===== src/rtl/banner_pkg.sv =====
// Shared definitions for the victory/failure banner: sprite geometry, slide
// animation constants and the reader FSM state type.
package banner_pkg;

    localparam int SPR_W       = 100;
    localparam int SPR_H       = 54;
    localparam int ADDR_W      = 19;
    localparam int DEST_X      = 270;
    localparam int DEST_Y      = 213;
    localparam int SLIDE_STEP  = 4;
    localparam int HOLD_FRAMES = 120;
    localparam int SCREEN_W    = 640;
    localparam int SCREEN_H    = 480;
    localparam int CNT_W       = $clog2(HOLD_FRAMES + 1);

    localparam logic [23:0] KEY_COLOR = 24'h000000;

    typedef enum logic [1:0] {
        IDLE,
        SLIDE,
        HOLD
    } state_t;

    typedef logic signed [10:0] coord_t;

    // The banner starts fully above the visible area.
    localparam coord_t START_Y = coord_t'(-SPR_H);

endpackage


===== src/rtl/banner_addr_gen.sv =====
// Stage-1 combinational logic: pixel position relative to the banner origin,
// bounds check and linear sprite RAM address.
module banner_addr_gen
    import banner_pkg::*;
(
    input  logic [9:0]        draw_x,
    input  logic [9:0]        draw_y,
    input  logic              pix_valid,
    input  logic              busy,
    input  coord_t            cur_y,
    output logic              in_box,
    output logic [ADDR_W-1:0] addr
);

    coord_t rel_x;
    coord_t rel_y;
    logic   on_screen;

    always_comb begin
        rel_x     = coord_t'({1'b0, draw_x}) - coord_t'(DEST_X);
        rel_y     = coord_t'({1'b0, draw_y}) - cur_y;
        on_screen = (int'(draw_x) < SCREEN_W) && (int'(draw_y) < SCREEN_H);
        // Sign bit clear means the offset is non-negative; rows above the
        // screen never match because draw_y is never negative.
        in_box    = pix_valid && busy && on_screen
                 && !rel_x[10] && (rel_x < coord_t'(SPR_W))
                 && !rel_y[10] && (rel_y < coord_t'(SPR_H));
        addr      = '0;
        if (in_box) begin
            addr = ADDR_W'(rel_y[5:0]) * ADDR_W'(SPR_W) + ADDR_W'(rel_x[6:0]);
        end
    end

endmodule


===== src/rtl/banner_sprite_reader.sv =====
// Banner sprite read side: slide-in animation FSM, RAM address generation and
// a two-stage pixel pipeline matched to the RAM's registered read.
module banner_sprite_reader
    import banner_pkg::*;
(
    input  logic              Clk,
    input  logic              Reset_n,
    input  logic              frame_start,
    input  logic              show,
    input  logic [9:0]        DrawX,
    input  logic [9:0]        DrawY,
    input  logic              pix_valid,
    output logic [ADDR_W-1:0] read_address,
    input  logic [23:0]       data_Out_vict,
    output logic [23:0]       pixel_out,
    output logic              pixel_on,
    output logic              pixel_out_valid,
    output logic              busy,
    output logic              hold_done
);

    state_t             state_q, state_d;
    logic               show_q;
    coord_t             cur_y_q, cur_y_d;
    coord_t             next_y;
    logic [CNT_W-1:0]   cnt_q, cnt_d;
    logic               busy_q, busy_d;
    logic               hold_done_q, hold_done_d;

    logic [ADDR_W-1:0]  addr_q, addr_d;
    logic               in_box_q, in_box_d;
    logic               in_box_d1_q;
    logic               valid_q, valid_d1_q;

    // NOTE: every variable gets a default before any branch so no path leaves
    // it unassigned, which would otherwise infer a latch.
    always_comb begin
        state_d     = state_q;
        cur_y_d     = cur_y_q;
        cnt_d       = cnt_q;
        hold_done_d = 1'b0;
        next_y      = cur_y_q + coord_t'(SLIDE_STEP);

        // Dropping show wins over any frame_start in the same cycle.
        if (!show) begin
            state_d = IDLE;
        end else begin
            case (state_q)
                IDLE: begin
                    if (!show_q) begin
                        state_d = SLIDE;
                        cur_y_d = START_Y;
                    end
                end
                SLIDE: begin
                    if (frame_start) begin
                        if (next_y >= coord_t'(DEST_Y)) begin
                            cur_y_d = coord_t'(DEST_Y);
                            cnt_d   = '0;
                            state_d = HOLD;
                        end else begin
                            cur_y_d = next_y;
                        end
                    end
                end
                HOLD: begin
                    if (frame_start && (cnt_q != CNT_W'(HOLD_FRAMES))) begin
                        cnt_d       = cnt_q + CNT_W'(1);
                        hold_done_d = (cnt_d == CNT_W'(HOLD_FRAMES));
                    end
                end
                default: state_d = IDLE;
            endcase
        end

        busy_d = (state_d != IDLE);
    end

    banner_addr_gen u_addr_gen (
        .draw_x    (DrawX),
        .draw_y    (DrawY),
        .pix_valid (pix_valid),
        .busy      (busy_q),
        .cur_y     (cur_y_q),
        .in_box    (in_box_d),
        .addr      (addr_d)
    );

    // NOTE: state uses non-blocking assignments so all flops update together
    // from values sampled before the edge.
    always_ff @(posedge Clk or negedge Reset_n) begin
        if (!Reset_n) begin
            state_q     <= IDLE;
            show_q      <= 1'b0;
            cur_y_q     <= START_Y;
            cnt_q       <= '0;
            busy_q      <= 1'b0;
            hold_done_q <= 1'b0;
            addr_q      <= '0;
            in_box_q    <= 1'b0;
            in_box_d1_q <= 1'b0;
            valid_q     <= 1'b0;
            valid_d1_q  <= 1'b0;
        end else begin
            state_q     <= state_d;
            show_q      <= show;
            cur_y_q     <= cur_y_d;
            cnt_q       <= cnt_d;
            busy_q      <= busy_d;
            hold_done_q <= hold_done_d;
            addr_q      <= addr_d;
            in_box_q    <= in_box_d;
            in_box_d1_q <= in_box_q;
            valid_q     <= pix_valid;
            valid_d1_q  <= valid_q;
        end
    end

    // Stage 2 works directly on the RAM's registered read data.
    always_comb begin
        pixel_on  = in_box_d1_q && (data_Out_vict != KEY_COLOR);
        pixel_out = pixel_on ? data_Out_vict : 24'h000000;
    end

    assign read_address    = addr_q;
    assign pixel_out_valid = valid_d1_q;
    assign busy            = busy_q;
    assign hold_done       = hold_done_q;

endmodule

===== config.mk =====
export PLATFORM = sky130hd
export DESIGN_NAME = banner_sprite_reader
export DESIGN_NICKNAME = d
export VERILOG_FILES = /design/src/rtl/banner_pkg.sv /design/src/rtl/banner_addr_gen.sv /design/src/rtl/banner_sprite_reader.sv
export SDC_FILE = /design/constraint.sdc
export NUM_CORES = 1
export LEC_CHECK = 0
export BUFFER_PORTS_ARGS = -buffer_cell sky130_fd_sc_hd__buf_2
export CORE_UTILIZATION = 50
export DETAILED_ROUTE_END_ITERATION = 10
export GPL_TIMING_DRIVEN = 0
export PLACE_DENSITY_LB_ADDON = 0.2
export SLEW_MARGIN = 20
export SYNTH_ARGS = -nofsm -noshare
export SYNTH_HDL_FRONTEND = slang
export SYNTH_SLANG_ARGS = --single-unit

===== constraint.sdc =====
create_clock -name Clk -period 5.7 [get_ports Clk]
set_clock_uncertainty 0.15 [all_clocks]
set_input_delay 0.855 -clock Clk [delete_from_list [all_inputs] [get_ports Clk]]
set_output_delay 0.855 -clock Clk [all_outputs]
set_load 0.02 [all_outputs]

* Word level (Yosys, flattened, before mapping) *
Cells that the tools add are included.

cells by class
  muxes and demuxes = 18
  div/mod/pow operators = 0
  multiply operators = 1
  bitwise logic cells = 0
  shift operators = 0
  $add $sub $neg = 5
  $lt $le $gt $ge = 5
  equality and inequality tests = 8
  reduce and logical (&&, ||, !) cells = 18

operator list
  kind                                                                    number
  11-bit two-way mux                                                      3
  24-bit two-way mux                                                      1
  24-bit nonzero test                                                     1
  11-bit one-hot mux with 2 select lines                                  1
  7-bit two-way mux                                                       3
  19-bit two-way mux                                                      1
  14-bit by 7-bit adder with 15-bit output                                1
  7-bit one-hot mux with 2 select lines                                   1
  6-bit by 6-bit multiplier with 12-bit output, second input constant     1
  11-bit by 4-bit adder with 11-bit output, second input constant         1
  11-bit by 9-bit >= comparator with 1-bit output, second input constant  1
  11-bit by 7-bit < comparator with 1-bit output, second input constant   1
  11-bit by 8-bit < comparator with 1-bit output, second input constant   1
  10-bit by 9-bit subtractor with 11-bit output, second input constant    1
  11-bit subtractor                                                       1
  10-bit < comparator, second input constant                              1
  10-bit by 9-bit < comparator with 1-bit output, second input constant   1
  1-bit logical AND                                                       9
  2-bit two-way mux                                                       4
  2-bit != test, second input constant                                    4
  7-bit by 1-bit adder with 7-bit output, second input constant           1
  7-bit == test, second input constant                                    1
  7-bit != test, second input constant                                    1
  2-bit one-hot mux with 3 select lines                                   1
  other kinds (8)                                                         13

word-level totals
  bits in latches = 0
  memory bits (writable) = 0
  register bits after elaboration = 46
  memory bits (read-only) = 0
  memories = 0
  input port bits = 49
  output and inout port bits = 47

* Longest topological paths before layout *
Gate-level depths: netlist of run 1.

  depth in word-level cells = 8
  gate-level depth with buffers = 23

* Modules after synthesis *
Synthesis of run 1 repeated with hierarchy kept, for this count alone.

unflattened totals
  cell total of the unflattened synthesis = 475
  area, all modules = 4221.5 um^2

by module, submodules not included
  module                instances  cells each  area each (um^2)
  banner_sprite_reader  1          223         2234.6
  banner_addr_gen       1          252         1986.9

* Worst setup path before layout of run 1 *
No wires, ideal clock.

  kind = input -> register
  start = input port DrawY[1]
  end = register addr_q[13], in the netlist read_address[13]
  path slack = -86 ps
  arrival time = 5486 ps
  library setup time = 150 ps
  cell stages on the path = 19
  data required time = 5400 ps
  cell sequence = ha_1 > nor2b_1 > o2111ai_1 > nand2_1 > o32ai_2 > inv_1 > fa_1 > ha_1 > ha_1 > fa_1 > a21oi_1 > o21bai_1 > o21ai_0 > or3b_2 > o21ai_0 > ha_1 > or4_1 > mux2i_1 > nor4_1

on the way
  longest elaborated chain between the ends = 8

ends and longest elaborated chain
  item                                                                                              RTL line                     text
  start, declared                                                                                   banner_sprite_reader.sv:11   input logic [9:0] DrawY,
  parallel branches: the longest is 7 deep, another holds 14-bit by 7-bit adder with 15-bit output  --
  19-bit two-way mux *                                                                              banner_addr_gen.sv:29        if (in_box) begin
  via addr_d[13]                                                                                    banner_sprite_reader.sv:30   logic [ADDR_W-1:0] addr_q, addr_d;
  end signal, assigned                                                                              banner_sprite_reader.sv:111  addr_q <= addr_d;
  end, declared                                                                                     banner_sprite_reader.sv:30

Mark *: on every way through the listed nets, which the timed path passes.
A chain may end at the register's enable or synchronous reset.

* Final worst setup path of run 1 *
  start = input port DrawY[0]
  end = register addr_q[13], in the netlist read_address[13]

The elaborated chain is that of the path after synthesis.

==> results of run 1 <==
==> final cells by class <==
type	instances	area (um2)
well taps	102	128
flip-flops and latches	42	1060
fillers	691	2900
clock buffers	5	68.8
inverters	38	143
multi-input cells	369	2860
clock inverters	3	23.8
repair buffers	99	505
plain buffers	14	82.6
==> registers in the layout, summed over array words and instances, names as in the netlist, 2 cells and up <==
name	cells
cur_y_q	11
read_address	15
cnt_q	7
state_q	2
==> worst max-delay path, stage by stage <==
cell and delay (ns):
sky130_fd_sc_hd__buf_2 0.09, sky130_fd_sc_hd__inv_1 0.04, sky130_fd_sc_hd__ha_1 0.16, sky130_fd_sc_hd__inv_1 0.06
sky130_fd_sc_hd__fa_2 0.45, sky130_fd_sc_hd__a21o_1 0.19, sky130_fd_sc_hd__a211oi_2 0.25, sky130_fd_sc_hd__nor2_4 0.10
sky130_fd_sc_hd__ha_1 0.32, sky130_fd_sc_hd__fa_1 0.53, sky130_fd_sc_hd__ha_4 0.22, sky130_fd_sc_hd__ha_4 0.25
sky130_fd_sc_hd__a21oi_1 0.18, sky130_fd_sc_hd__o21bai_1 0.11, sky130_fd_sc_hd__o21ai_1 0.16, sky130_fd_sc_hd__or3b_2 0.44
sky130_fd_sc_hd__o21ai_0 0.09, sky130_fd_sc_hd__ha_1 0.31, sky130_fd_sc_hd__or4_1 0.41, sky130_fd_sc_hd__mux2i_1 0.13
sky130_fd_sc_hd__nor4_1 0.08
==> metrics by stage <==
step / total power, mW / worst slack [ns] / setup TNS [ns] / area [um2] / instances
3_5_place_dp: 3.22 / -0.503 / -1.15 / 4650 / 660
6_report: 3.64 / 0.220 / 0 / 4870 / 672
4_1_cts: 3.46 / 0.0238 / 0 / 4750 / 669
5_1_grt: 4.07 / 0.00547 / 0 / 4870 / 672
2_1_floorplan: 2.72 / 0.0684 / 0 / 4050 / 463
3_3_place_gp: 3.15 / -0.475 / -1.10 / 4650 / 660
==> power breakdown <==
group	switching [mW]	leakage, nW	internal (mW)
sequential	0.0289	0.528	0.330
clock	0.112	0.0408	0.0876
combinational	1.70	1.82	1.38
total	1.84	2.39	1.80
==> metal layers <==
layer / share of wire (%) / routed length (um) / global-route usage [%] / vias to the layer above
li1: - / - / - / 1898
met1: 46 / 4470 / 30.2 / 1753
met2: 48 / 4650 / 41.0 / 108
met3: 4.8 / 464 / 3.15 / 4
met4: 0.43 / 41 / 3.13 / 0
met5: 0 / 0 / 0 / -
==> kinds of logic (layout without fill, tap and decap cells) <==
kind of cell               after synthesis  in the layout  share of synthesized area [%]
muxes                                    5              5                           1.27
adders and majority gates               53             53                           17.5
xor gates and xnor gates                24             24                           5.21
DFF                                     42             42                           26.2
and+or+nand+nor                        162            162                           22.5
buffers and inverters                   52            159                           5.58
AOI/OAI and AO/OA                      125            125                           21.6
==> worst max-delay path by stage <==
stage                     startpoint               end  slack, ns  depth (start not counted)
after detailed placement    DrawY[1]  read_address[13]      -0.50                         20
after floorplan             DrawY[1]  read_address[13]       0.07                         19
after global routing        DrawY[0]  read_address[13]      0.005                         21
after global placement      DrawY[1]  read_address[13]      -0.48                         20
after CTS                   DrawY[0]  read_address[13]       0.02                         20
final                       DrawY[0]  read_address[13]       0.22                         21
==> what timing repair did <==
item	in CTS	in global routing
setup endpoints to repair	2	3
hold endpoints to repair	0	0
buffers inserted	1	3
resized for setup	1	16
pin swaps	1	8
==> cells in the final DEF (no fill, tap or decap), types with 7 or more instances in the layout <==
cell / Yosys / routed
sky130_fd_sc_hd__a21oi_1: 21 / 21
sky130_fd_sc_hd__buf_2: 3 / 98
sky130_fd_sc_hd__xor2_1: 14 / 13
sky130_fd_sc_hd__buf_4: 5 / 9
sky130_fd_sc_hd__dfstp_2: 7 / 7
sky130_fd_sc_hd__o21a_1: 8 / 8
sky130_fd_sc_hd__nor3_2: 9 / 9
sky130_fd_sc_hd__nand3_1: 13 / 13
sky130_fd_sc_hd__xnor2_1: 10 / 9
sky130_fd_sc_hd__and2_1: 26 / 26
sky130_fd_sc_hd__nand2_1: 22 / 22
sky130_fd_sc_hd__nor4_1: 13 / 13
sky130_fd_sc_hd__a21o_1: 14 / 14
sky130_fd_sc_hd__nor2_1: 22 / 21
sky130_fd_sc_hd__o21ai_0: 32 / 31
sky130_fd_sc_hd__dfrtp_1: 35 / 35
sky130_fd_sc_hd__nand2b_1: 9 / 9
sky130_fd_sc_hd__nor3_1: 21 / 21
sky130_fd_sc_hd__a31oi_1: 14 / 14
sky130_fd_sc_hd__ha_1: 47 / 42
sky130_fd_sc_hd__inv_1: 38 / 37
==> report_table.html, run 1 <==
<table>
<tr><th>Metric</th><th>Value</th></tr>
<tr><th colspan="2">Run status</th></tr>
<tr><td>Outcome</td><td>completed</td></tr>
<tr><th colspan="2">STA</th></tr>
<tr><td>Slew at the pin with the worst max-slew slack</td><td>approximately 0.88 ns</td></tr>
<tr><td>Hold Vio Cnt, Final</td><td>0</td></tr>
<tr><td>RSZ-0062 raised after global routing</td><td>false</td></tr>
<tr><td>Max Clock Freq</td><td>about 180 MHz</td></tr>
<tr><td>Post-layout min period</td><td>5.48 ns</td></tr>
<tr><td>Slew Limit Fails</td><td>0</td></tr>
<tr><td>Hold slack</td><td>around 0.21 ns</td></tr>
<tr><td>Ratio of final minimum period to clock period</td><td>96.1%</td></tr>
<tr><td>Worst slew slack as a fraction of its limit</td><td>around 41%</td></tr>
<tr><td>Final setup vio count</td><td>0</td></tr>
<tr><th colspan="2">Power</th></tr>
<tr><td>Total power per unit cell area</td><td>747 nW/um2</td></tr>
<tr><td>Peak VDD IR</td><td>around 760 uV</td></tr>
<tr><td>Leakage power summed over all cells</td><td>2.39 nW</td></tr>
<tr><th colspan="2">Global route</th></tr>
<tr><td>Global-route usage over all layers</td><td>23.0%</td></tr>
<tr><td>Global-route wire length before repair</td><td>between 15 and 20 mm</td></tr>
<tr><td>Via count of the first global-routing pass</td><td>~3500</td></tr>
<tr><td>Total congestion overflow after global routing</td><td>0</td></tr>
<tr><td>Number of antenna violations at the first check in global routing</td><td>0</td></tr>
<tr><td>Largest net degree at the start of global routing</td><td>between 40 and 50</td></tr>
<tr><th colspan="2">Setup path</th></tr>
<tr><td>CP required</td><td>~5.7 ns</td></tr>
<tr><td>Reg2Reg Depth</td><td>20</td></tr>
<tr><td>CP Data Arrival Time</td><td>about 5.5 ns</td></tr>
<tr><td>Endpoint class of the critical path</td><td>register</td></tr>
<tr><td>Worst setup slack for register-to-register paths</td><td>0.32 ns</td></tr>
<tr><td>Biggest fanout along the worst timing path</td><td>7</td></tr>
<tr><td>Worst r2r src</td><td>cur_y_q[1]</td></tr>
<tr><td>Reg2reg end</td><td>read_address[13]</td></tr>
<tr><td>Worst Setup Start Kind</td><td>primary input</td></tr>
<tr><td>Startpoint-to-endpoint class of the critical path</td><td>in2reg</td></tr>
<tr><th colspan="2">Detailed routing</th></tr>
<tr><td>Detailed-route vias per instance</td><td>5.60</td></tr>
<tr><td>WL final</td><td>9.63 mm</td></tr>
<tr><td>Iteration-0 DRC count of the detailed router</td><td>141</td></tr>
<tr><td>Number of nets still failing antenna checks after routing</td><td>0</td></tr>
<tr><td>Number of search-and-repair iterations in the first detailed-routing pass</td><td>4</td></tr>
<tr><td>Post-route DRC violation count</td><td>0</td></tr>
<tr><td>Via Count</td><td>~3800</td></tr>
<tr><td>Per-cell routed wire length</td><td>approximately 14 um</td></tr>
<tr><th colspan="2">Cells and area</th></tr>
<tr><td>Diode insertion count for antenna repair</td><td>0</td></tr>
<tr><td>Net count of the finished layout</td><td>671</td></tr>
<tr><td>Share of the core filled with cells in the final layout</td><td>a little over three fifths</td></tr>
<tr><td>Fraction of final layout cells with drive strength greater than 1</td><td>between 20% and 30%</td></tr>
<tr><td>Growth of design area from synthesis to finish</td><td>20.7%</td></tr>
<tr><th colspan="2">Logic synthesis</th></tr>
<tr><td>Cell with the most instances after synthesis</td><td>sky130_fd_sc_hd__ha_1</td></tr>
<tr><td>Cell area after synthesis</td><td>4040 um2</td></tr>
<tr><td>Post-synth ARST share</td><td>100%</td></tr>
<tr><td>Per-instance average area after synthesis</td><td>8.72 um2</td></tr>
<tr><td>Most area-hungry cell type in the Yosys netlist</td><td>sky130_fd_sc_hd__dfrtp_1</td></tr>
<tr><td>Sequential-to-total area share from yosys stat</td><td>a little over a quarter</td></tr>
<tr><td>Number of enable-type register cells in the synthesized netlist</td><td>0</td></tr>
<tr><td>Synth Warn #</td><td>0</td></tr>
<tr><td>Number of unique standard cell types used by synthesis</td><td>roughly 60</td></tr>
<tr><td>Main flop type after synthesis</td><td>sky130_fd_sc_hd__dfrtp_1</td></tr>
<tr><td>Syn Inst Count</td><td>~460</td></tr>
<tr><td>Syn Nets</td><td>565</td></tr>
<tr><td>Area share of the largest cell type after synthesis</td><td>between 20% and 30%</td></tr>
<tr><td>Most instantiated cells after synthesis</td><td>sky130_fd_sc_hd__ha_1 (47), sky130_fd_sc_hd__inv_1 (38), sky130_fd_sc_hd__dfrtp_1 (35)</td></tr>
<tr><td>Largest cells by area after synthesis</td><td>sky130_fd_sc_hd__dfrtp_1 (22%), sky130_fd_sc_hd__ha_1 (15%), sky130_fd_sc_hd__dfstp_2 (4.6%)</td></tr>
<tr><td>Synthesis-stage register bit count</td><td>42</td></tr>
<tr><th colspan="2">Clocking</th></tr>
<tr><td>Number of levels in the clock H-tree</td><td>2</td></tr>
<tr><td>Hold buffers post-CTS</td><td>0</td></tr>
<tr><td>Clock transition at the register clock pins on the worst setup and hold paths after CTS</td><td>~0.09 ns</td></tr>
<tr><td>CTS sink count</td><td>42</td></tr>
<tr><td>Cell chosen for the clock root</td><td>sky130_fd_sc_hd__clkbuf_8</td></tr>
<tr><td>CTS tree</td><td>yes</td></tr>
<tr><td>Inserted Clock Buffers</td><td>5</td></tr>
<tr><td>Maximum number of buffers from clock root to sink</td><td>2</td></tr>
<tr><td>Worst-skew pair later-pin latency</td><td>roughly 0.30 ns</td></tr>
<tr><th colspan="2">Floorplan</th></tr>
<tr><td>Starting Density</td><td>52.0%</td></tr>
<tr><td>DIE AREA</td><td>8440 um2</td></tr>
<tr><td>Standard cell core area</td><td>roughly 7800 um2</td></tr>
<tr><td>Die X-Extent</td><td>just over 90 um</td></tr>
<tr><td>Die Ht</td><td>roughly 92 um</td></tr>
<tr><td>Number of top-level pins</td><td>96</td></tr>
<tr><td>Number of cell rows</td><td>32</td></tr>
<tr><th colspan="2">Placement</th></tr>
<tr><td>Post-detailed-placement half-perimeter wirelength</td><td>between 7 and 8 mm</td></tr>
<tr><td>IO buf count</td><td>95</td></tr>
<tr><td>Placer congestion estimate</td><td>0.917</td></tr>
<tr><th colspan="2">Flow run</th></tr>
<tr><td>Max-capacitance violation count</td><td>0</td></tr>
<tr><th colspan="2">Hold path</th></tr>
<tr><td>Worst min-delay path endpoint</td><td>pixel_out_valid</td></tr>
<tr><td>Min-delay src</td><td>valid_q</td></tr>
<tr><td>HP Class</td><td>reg2reg</td></tr>
<tr><td>Depth of the worst hold-timing path</td><td>0</td></tr>
</table>
No activity file was read; power rests on OpenSTA's default activity.
==> run 2: changes to the inputs <==
- PLACE_DENSITY: not set -> 0.79
- PLACE_DENSITY_LB_ADDON: 0.2 -> not set
- RECOVER_POWER: not set -> 100
- REMOVE_ABC_BUFFERS: not set -> 1
==> report_table.html, run 2 (synthesis gave the netlist of run 1 again) <==
<table>
<tr><th>Metric</th><th>Value</th></tr>
<tr><th colspan="2">Detailed routing</th></tr>
<tr><td>Number of nets still failing antenna checks after routing</td><td>0</td></tr>
<tr><td>Detailed-route vias per instance</td><td>5.88</td></tr>
<tr><td>Number of search-and-repair iterations in the first detailed-routing pass</td><td>4</td></tr>
<tr><td>Per-cell routed wire length</td><td>between 15 and 20 um</td></tr>
<tr><td>Iteration-0 DRC count of the detailed router</td><td>roughly 250</td></tr>
<tr><td>Post-route DRC violation count</td><td>0</td></tr>
<tr><td>Via Count</td><td>3890</td></tr>
<tr><td>WL final</td><td>approximately 10 mm</td></tr>
<tr><th colspan="2">Global route</th></tr>
<tr><td>Largest net degree at the start of global routing</td><td>43</td></tr>
<tr><td>Total congestion overflow after global routing</td><td>0</td></tr>
<tr><td>Number of antenna violations at the first check in global routing</td><td>0</td></tr>
<tr><td>Global-route usage over all layers</td><td>between 20% and 30%</td></tr>
<tr><td>Global-route wire length before repair</td><td>between 15 and 20 mm</td></tr>
<tr><td>Via count of the first global-routing pass</td><td>approximately 3600</td></tr>
<tr><th colspan="2">Cells and area</th></tr>
<tr><td>Post-route cell area</td><td>4730 um2</td></tr>
<tr><td>Growth of design area from synthesis to finish</td><td>17.1%</td></tr>
<tr><td>Share of the core filled with cells in the final layout</td><td>60.9%</td></tr>
<tr><td>Most frequent standard cell in the layout excluding fill and tap cells</td><td>sky130_fd_sc_hd__buf_2</td></tr>
<tr><td># fillers</td><td>slightly below 700</td></tr>
<tr><td>Final cell count without fillers</td><td>662</td></tr>
<tr><td>Multi-input combinational cell area</td><td>about 2800 um2</td></tr>
<tr><td>Net count of the finished layout</td><td>661</td></tr>
<tr><td>Diode insertion count for antenna repair</td><td>0</td></tr>
<tr><td>Fraction of final layout cells with drive strength greater than 1</td><td>between 15 and 20%</td></tr>
<tr><td>Flip-flop count of the largest register after layout</td><td>15</td></tr>
<tr><td>Area occupied by registers</td><td>1060 um2</td></tr>
<tr><td>Commonest non-fill, non-tap cells in the layout</td><td>sky130_fd_sc_hd__buf_2 (49), sky130_fd_sc_hd__clkbuf_1 (47), sky130_fd_sc_hd__ha_1 (44), sky130_fd_sc_hd__inv_1 (37), sky130_fd_sc_hd__dfrtp_1 (35)</td></tr>
<tr><th colspan="2">Floorplan</th></tr>
<tr><td>Starting Density</td><td>between 50% and 60%</td></tr>
<tr><td>DIE AREA</td><td>about 8400 um2</td></tr>
<tr><td>Die Ht</td><td>91.9 um</td></tr>
<tr><td>Number of cell rows</td><td>32</td></tr>
<tr><td>Number of top-level pins</td><td>96</td></tr>
<tr><td>Standard cell core area</td><td>7770 um2</td></tr>
<tr><td>Die X-Extent</td><td>a little over 90 um</td></tr>
<tr><th colspan="2">Placement</th></tr>
<tr><td>Post-detailed-placement half-perimeter wirelength</td><td>7.51 mm</td></tr>
<tr><td>Placement Cell Area</td><td>4580 um2</td></tr>
<tr><td>Inst Count DP</td><td>around 650</td></tr>
<tr><td>IO buf count</td><td>between 90 and 100</td></tr>
<tr><td>Placer congestion estimate</td><td>between 0.8 and 0.9</td></tr>
<tr><th colspan="2">Clocking</th></tr>
<tr><td>Inserted Clock Buffers</td><td>5</td></tr>
<tr><td>Worst-skew pair later-pin latency</td><td>0.31 ns</td></tr>
<tr><td>Number of levels in the clock H-tree</td><td>2</td></tr>
<tr><td>Cell chosen for the clock root</td><td>sky130_fd_sc_hd__clkbuf_8</td></tr>
<tr><td>CTS tree</td><td>yes</td></tr>
<tr><td>Maximum number of buffers from clock root to sink</td><td>2</td></tr>
<tr><td>Hold buffers post-CTS</td><td>0</td></tr>
<tr><td>Clock transition at the register clock pins on the worst setup and hold paths after CTS</td><td>0.10 ns</td></tr>
<tr><td>CTS sink count</td><td>42</td></tr>
<tr><th colspan="2">Setup path</th></tr>
<tr><td>Worst Setup Start Kind</td><td>primary input</td></tr>
<tr><td>Reg2Reg Depth</td><td>21</td></tr>
<tr><td>CP Data Arrival Time</td><td>roughly 5.6 ns</td></tr>
<tr><td>Reg2reg end</td><td>read_address[13]</td></tr>
<tr><td>CP required</td><td>about 5.7 ns</td></tr>
<tr><td>Worst r2r src</td><td>cur_y_q[1]</td></tr>
<tr><td>Biggest fanout along the worst timing path</td><td>5</td></tr>
<tr><td>Worst setup slack for register-to-register paths</td><td>between 0.2 and 0.25 ns</td></tr>
<tr><td>Endpoint class of the critical path</td><td>register</td></tr>
<tr><td>Startpoint-to-endpoint class of the critical path</td><td>in2reg</td></tr>
<tr><th colspan="2">STA</th></tr>
<tr><td>Final setup vio count</td><td>0</td></tr>
<tr><td>Max Clock Freq</td><td>between 150 and 200 MHz</td></tr>
<tr><td>Worst slew slack as a fraction of its limit</td><td>0.798%</td></tr>
<tr><td>Ratio of final minimum period to clock period</td><td>96.7%</td></tr>
<tr><td>Hold slack</td><td>about 0.2 ns</td></tr>
<tr><td>Post-layout min period</td><td>between 5 and 6 ns</td></tr>
<tr><td>Slew at the pin with the worst max-slew slack</td><td>roughly 1.5 ns</td></tr>
<tr><td>Hold Vio Cnt, Final</td><td>0</td></tr>
<tr><td>Slew Limit Fails</td><td>0</td></tr>
<tr><th colspan="2">Hold path</th></tr>
<tr><td>Min-delay src</td><td>in_box_q</td></tr>
<tr><td>Depth of the worst hold-timing path</td><td>0</td></tr>
<tr><td>HP Class</td><td>reg2reg</td></tr>
<tr><td>Worst min-delay path endpoint</td><td>in_box_d1_q</td></tr>
<tr><th colspan="2">Run status</th></tr>
<tr><td>Outcome</td><td>completed</td></tr>
<tr><th colspan="2">Flow run</th></tr>
<tr><td>Max-capacitance violation count</td><td>0</td></tr>
</table>
-- run 2: cell count changes in the layout (fill, tap and decap cells not counted), moves of 3 or more --
| cell | before | now |
|---|---|---|
| sky130_fd_sc_hd__and2_0 | 0 | 4 |
| sky130_fd_sc_hd__and2_1 | 26 | 22 |
| sky130_fd_sc_hd__buf_2 | 98 | 49 |
| sky130_fd_sc_hd__buf_4 | 9 | 6 |
| sky130_fd_sc_hd__clkbuf_1 | 5 | 47 |
| sky130_fd_sc_hd__nor3_1 | 21 | 25 |
| sky130_fd_sc_hd__nor3_2 | 9 | 5 |
| sky130_fd_sc_hd__o21ai_1 | 3 | 0 |
-- run 2: layer usage --
layer / up-vias / global-route usage (%) / routed length [um]
met5: - / 0 / 0
met4: 0 / 7.94 / 141
met3: 13 / 2.74 / 668
met2: 164 / 41.8 / 5030
met1: 1833 / 29.7 / 4450
li1: 1880 / - / -
-- run 2: through the flow --
| stage | TNS [ns] | worst slack, ns |
|---|---|---|
| after floorplan | -0.123 | -0.123 |
| after global placement | -1.72 | -0.639 |
| after detailed placement | -1.96 | -0.677 |
| after CTS | 0 | 0.0196 |
| after global routing | -0.0741 | -0.0567 |
| final | 0 | 0.186 |
-- run 2: worst max-delay path by stage --
stage                                   to  depth (start not counted)  slack (ns)        from
after floorplan           read_address[13]                         19       -0.12    DrawY[1]
after global placement    read_address[13]                         20       -0.64    DrawY[1]
after detailed placement  read_address[13]                         20       -0.68    DrawY[1]
after CTS                 read_address[13]                         21        0.02    DrawY[0]
after global routing      read_address[13]                         21       -0.06  cur_y_q[1]
final                     read_address[13]                         21        0.19    DrawY[1]
-- run 2: worst max-delay path, stage by stage --
cell	delay, ns
sky130_fd_sc_hd__buf_2	0.13
sky130_fd_sc_hd__ha_1	0.27
sky130_fd_sc_hd__nor2b_1	0.30
sky130_fd_sc_hd__o21a_1	0.18
sky130_fd_sc_hd__nor2_1	0.07
sky130_fd_sc_hd__xnor2_2	0.19
sky130_fd_sc_hd__ha_1	0.31
sky130_fd_sc_hd__inv_1	0.05
sky130_fd_sc_hd__fa_1	0.48
sky130_fd_sc_hd__inv_1	0.04
sky130_fd_sc_hd__ha_1	0.34
sky130_fd_sc_hd__fa_2	0.42
sky130_fd_sc_hd__a21oi_2	0.14
sky130_fd_sc_hd__o21bai_2	0.10
sky130_fd_sc_hd__o21ai_2	0.15
sky130_fd_sc_hd__or3b_2	0.44
sky130_fd_sc_hd__o21ai_0	0.09
sky130_fd_sc_hd__ha_1	0.31
sky130_fd_sc_hd__or4_1	0.44
sky130_fd_sc_hd__mux2i_1	0.17
sky130_fd_sc_hd__nor4_1	0.07
-- run 2: final cells by class --
cell class              instances  area share, %
clock buffers                   5           1.46
clock inverters                 3          0.926
inverters                      38           3.02
multi-input cells             369           59.4
flip-flops and latches         42           22.4
well taps                     102           2.70
repair buffers                103           10.1
-- run 2: what timing repair did --
| item | CTS | global route |
|---|---|---|
| pin swaps | 1 | 9 |
| gates resized for setup | 2 | 16 |
| setup buffers | 1 | 5 |
| endpoints found under the setup margin | 3 | 3 |
| endpoints found under the hold margin | 0 | 0 |
Power of run 2 is left out: the tool's default activity adds up to more than one toggle a clock period on the data nets, which glitch-free logic cannot reach.
